### src/rtl/uart_tx_sched.sv
// Round-robin scheduler sharing one UART serializer among byte-stream requesters.
// An owner keeps the grant for a whole packet or until the burst cap is reached.
module uart_tx_sched #(
  parameter int NUM_REQ   = 4,
  parameter int MAX_BURST = 16
) (
  input  logic                 ser_clk,
  input  logic                 rst,
  input  logic [NUM_REQ-1:0]   req,
  input  logic [NUM_REQ*8-1:0] req_data,
  input  logic [NUM_REQ-1:0]   req_last,
  output logic [NUM_REQ-1:0]   req_ack,
  output logic [7:0]           tx_data,
  output logic                 tx_valid,
  input  logic                 tx_ready,
  output logic [NUM_REQ-1:0]   grant,
  output logic                 busy
);

  localparam int IW = $clog2(NUM_REQ);
  localparam int CW = $clog2(MAX_BURST + 1);

  typedef enum logic {
    S_IDLE,
    S_LOCKED
  } state_e;

  state_e               state_q;
  logic [NUM_REQ-1:0]   grant_q;
  logic [IW-1:0]        owner_q;
  logic [IW-1:0]        last_q;
  logic [CW-1:0]        cnt_q;
  logic [CW-1:0]        cnt_d;

  logic [IW-1:0]        pick;
  logic [IW-1:0]        cand;
  logic                 found;
  logic [7:0]           own_data;
  logic                 own_req;
  logic                 own_last;
  logic                 locked;
  logic                 xfer;
  logic                 cap;
  logic                 release_now;

  // Scan last+1, last+2, ... wrapping; the first set bit wins.
  always_comb begin
    pick  = last_q;
    cand  = '0;
    found = 1'b0;
    for (int k = 1; k <= NUM_REQ; k++) begin
      cand = IW'((int'(last_q) + k) % NUM_REQ);
      if (!found && req[cand]) begin
        pick  = cand;
        found = 1'b1;
      end
    end
  end

  always_comb begin
    own_data = '0;
    for (int i = 0; i < NUM_REQ; i++) begin
      if (grant_q[i]) own_data = own_data | req_data[8*i +: 8];
    end
  end

  assign own_req  = |(req & grant_q);
  assign own_last = |(req_last & grant_q);
  assign locked   = (state_q == S_LOCKED);

  // Reset cycle never consumes a byte.
  assign tx_valid = locked && own_req && !rst;
  assign xfer     = tx_valid && tx_ready;
  assign tx_data  = own_data;
  assign req_ack  = xfer ? grant_q : '0;
  assign grant    = grant_q;
  assign busy     = locked;

  assign cnt_d       = cnt_q + 1'b1;
  assign cap         = (cnt_d == CW'(MAX_BURST));
  assign release_now = !own_req || (xfer && (own_last || cap));

  always_ff @(posedge ser_clk) begin
    if (rst) begin
      state_q <= S_IDLE;
      grant_q <= '0;
      owner_q <= '0;
      last_q  <= IW'(NUM_REQ - 1);
      cnt_q   <= '0;
    end else begin
      case (state_q)
        S_IDLE: begin
          if (|req) begin
            grant_q <= {{(NUM_REQ-1){1'b0}}, 1'b1} << pick;
            owner_q <= pick;
            cnt_q   <= '0;
            state_q <= S_LOCKED;
          end
        end
        S_LOCKED: begin
          if (release_now) begin
            state_q <= S_IDLE;
            grant_q <= '0;
            last_q  <= owner_q;
            cnt_q   <= '0;
          end else if (xfer) begin
            cnt_q <= cnt_d;
          end
        end
        default: begin
          state_q <= S_IDLE;
          grant_q <= '0;
        end
      endcase
    end
  end

endmodule
### config.mk
export PLATFORM = sky130hd
export DESIGN_NAME = uart_tx_sched
export DESIGN_NICKNAME = d
export VERILOG_FILES = /design/src/rtl/uart_tx_sched.sv
export SDC_FILE = /design/constraint.sdc
export NUM_CORES = 1
export LEC_CHECK = 0
export CAP_MARGIN = 25
export CORE_ASPECT_RATIO = 2
export CORE_UTILIZATION = 35
export CTS_BUF_LIST = sky130_fd_sc_hd__clkbuf_4
export CTS_CLUSTER_SIZE = 12
export DETAILED_ROUTE_END_ITERATION = 7
export PLACE_DENSITY = 0.79
export SYNTH_ARGS = -nofsm -noshare
export SYNTH_HDL_FRONTEND = slang
export SYNTH_SLANG_ARGS = --single-unit
### constraint.sdc
create_clock -name ser_clk -period 1.3 [get_ports ser_clk]
set_input_delay 0.26 -clock ser_clk [delete_from_list [all_inputs] [get_ports ser_clk]]
set_output_delay 0.26 -clock ser_clk [all_outputs]
set_load 0.01 [all_outputs]
==> results of run 1 <==
worst max-delay path by stage:
stage	cells past startpoint	from	end	slack [ps]
final	5	grant[2]$_SDFFE_PP0P_	req_ack[2]	-360
after global routing	7	grant[0]$_SDFFE_PP0P_	cnt_q[3]$_SDFFE_PP0P_	-410
after CTS	5	grant[2]$_SDFFE_PP0P_	req_ack[1]	-370
after detailed placement	6	req[2]	req_ack[1]	-860
after global placement	6	req[3]	req_ack[0]	-840
after floorplan	5	grant[3]$_SDFFE_PP0P_	grant[1]$_SDFFE_PP0P_	-50
report_power, final:
group | switching [W] | internal, W | leakage [nW]
Clock | 0.000147 | 0.000112 | 0.0154
Sequential | 0.0000474 | 0.000486 | 0.117
Combinational | 0.000460 | 0.000523 | 0.702
Total | 0.000654 | 0.00112 | 0.835
layer usage:
metal | share of wire, % | vias to the layer above
li1 | - | 659
met1 | 32 | 640
met2 | 55 | 74
met3 | 9.6 | 12
met4 | 3.5 | 0
met5 | 0 | -
final cells by class:
class / instances / share of cell area (%)
well taps: 29 / 1.784
multi-input cells: 106 / 42.13
flip-flops and latches: 14 / 14.33
inverters: 1 / 0.1845
clock buffers: 3 / 1.107
clock inverters: 1 / 0.1845
repair buffers: 89 / 40.28
worst max-delay path: stages (launching register included):
cell and delay [ps]:
dfxtp_2 340, a22o_4 250, o21ai_4 200, nor2_4 70
and3_4 150, buf_6 110
state kept, by name (all words and copies together), names as in the netlist:
signal	count
grant	4
last_q	2
cnt_q	5
busy	1
owner_q	2
stage by stage:
step                total power, W  instance area [µm²]
floorplan                0.0009305                 1052
global placement          0.001377                 1823
detailed placement        0.001405                 1823
CTS                       0.001677                 1942
global route              0.001874                 2034
finish                    0.001775                 2034
repair_timing:
action                                  CTS  global route
pin swaps                                12            11
endpoints found under the setup margin   32            31
gates resized for setup                  69            22
setup buffers                             4             5
cells in the mapped netlist:
master | instances | share of area, %
a22o_4 | 2 | 3.5
o21ai_0 | 3 | 1.5
nor2b_1 | 2 | 1.2
a22oi_1 | 19 | 14
nor4_2 | 1 | 1.2
a31oi_1 | 3 | 1.8
buf_2 | 1 | 0.49
nor2b_4 | 1 | 1.4
o211ai_4 | 1 | 2.1
or4_1 | 1 | 0.74
nand2b_1 | 4 | 2.5
a22o_1 | 2 | 1.7
nor2_2 | 1 | 0.62
nor2_1 | 13 | 4.8
or2_1 | 1 | 0.62
and3_1 | 4 | 2.5
nor4_1 | 1 | 0.62
dfxtp_1 | 14 | 28
a21oi_1 | 3 | 1.5
a211oi_1 | 1 | 0.74
o21ai_2 | 1 | 0.86
or2b_1 | 1 | 0.74
nand2_1 | 15 | 5.5
a21oi_2 | 1 | 0.86
o21ai_1 | 4 | 2.0
mux2i_1 | 3 | 3.0
a311oi_2 | 1 | 1.5
and2_1 | 1 | 0.62
o22ai_1 | 1 | 0.62
inv_1 | 1 | 0.37
o21a_1 | 2 | 1.5
nand3b_1 | 1 | 0.74
nor3_1 | 2 | 0.99
nand3_1 | 4 | 2.0
o2bb2ai_1 | 2 | 1.7
nor3b_1 | 1 | 0.74
ha_1 | 1 | 1.2
o2bb2ai_2 | 1 | 1.5
clkbuf_1 | 5 | 1.8
or3_1 | 1 | 0.62
logic make-up (layout without fill, tap and decap cells):
family | Yosys count | count (layout)
compound gates | 47 | 47
fa+ha+maj | 1 | 1
buf+inv | 7 | 94
flops | 14 | 14
mux | 3 | 3
simple gates | 55 | 55
==> impl_metrics.toml, run 1 <==
[outcome]
status = "finished with violations"
violations = "negative setup slack"

[logic_synthesis]
synth_top_family_by_area = "compound AO/OA/AOI/OAI gates"
ys_seq_elements = 14
avgSynthCellArea_um2 = 7.990
netlist_area_mm2 = 0.001015
synth.mux.area_fraction_pct = 2.959
ys_seq_area_share_pct = 27.62
synthAdderAreaFrac_pct = 1.233
syn-num-nets = 171
synth.distinct_cells = 40
synth-simple-area-share_pct = 28.11
ys_warn_count = 0
syn_inst = 127
synth_compound_area_share_pct = 37.36
synth_xor_area_share_pct = 0

[place]
place_ws_ps = -855.9
placement.io_buffers = 60
dp_hpwl_um = 2991
placedCellCount = 231
gp_congestion = 0.7947

[grt]
grt_busiest_layer = "met2"
grt_pass1_wl_um = 5699
overflow = 0
grt_max_degree = 16
grtUsageMet2_pct = 47.74
grt_pass1_vias = 1373
antenna_found_initial = 0
use_met1_pct = 20.43
grt_util_all_layers_pct = 25.01
grt_use_met3_pct = 5.085

[timing]
setup_slack_ps = -359.1
min_period_ps = 1659
relSlewSlack_pct = 75.71
period_share_pct = 127.6
hold_violations = 0
setup_violations = 27
maxSlewViolCount = 0
setup_tns_ps = -7366
tightest_slew_ps = 361.9
clock_skew_ps = 2.866
rsz0062_at_grt = "true"
worst_hold_slack_ps = 511.1
fmax_mhz = 602.7

[clocking]
cts-root-buf = "clkbuf_4"
cts_tree = "built"
cts_inserted_buffers = 3
htree_levels = 1
clk_latency_ps = 280
clk_pin_slew_ps = 90
cts_max_path_buffers = 2
cts_sinks = 14
cts_hold_buf = 0

[power]
p_per_area_mw_per_mm2 = 872.4
ir_worst_vdd_mv = 1.159
p_leak_nw = 0.8346

[route]
viasPerCell = 5.700
totalWireLength_um = 4125
final_antenna_net_count = 0
drtIter0Drc = 21
drcViolationCount = 0
via_count = 1385
wl_per_cell_um = 16.98
drtPass1Iterations = 4

[cells_and_area]
instances_no_fill = 243
diodes = 0
fin_nets = 259
multi_input_area_um2 = 857.1
regArea_um2 = 291.5
final_cell_mix = "37 x clkdlybuf4s50_1, 22 x buf_4, 14 x nand2_1"
n_fill_cell = 191
area_delta_synth_final_pct = 100.5
final_util_pct = 74.35
drive_above_1_share_pct = 37.38
final_common_cell = "clkdlybuf4s50_1"

[critical_path]
cp.arrival_ps = 1400
path_class = "reg -> out"
worstPathRequired_ps = 1040
rr_worst_depth = 7
crit_path_start_kind = "flop"
r2r-end = "cnt_q[3]$_SDFFE_PP0P_"
cp_max_fo = 6
r2r_setup_slack_ps = -350
cp-end-kind = "output pin"
r2r-start = "grant[0]$_SDFFE_PP0P_"

[floorplan]
die_w_um = 40.08
fp.dieArea_mm2 = 0.003132
std_cell_rows = 27
core_area_mm2 = 0.002736
start_util_pct = 37.08
dieHeight_um = 78.15
io_pins = 61

[job]
max_cap_violations = 0

[worst_hold_path]
hp-class = "reg -> reg"
min_to = "owner_q[0]$_SDFFE_PP0P_"
min_from = "owner_q[0]$_SDFFE_PP0P_"
whs_path_depth = 2
Note: power is estimated with default switching activity, not from simulation.
==> run 2, diff against run 1 <==
SLEW_MARGIN = 20   (was unset)
==> results of run 2 <==
The final DEF is identical to that of run 1; final timing and power are the same.
==> run 3, diff against run 2 <==
ABC_CLOCK_PERIOD_IN_PS = 1300   (was unset)
==> results of run 3 <==
The final DEF is identical to that of run 1; final timing and power are the same.
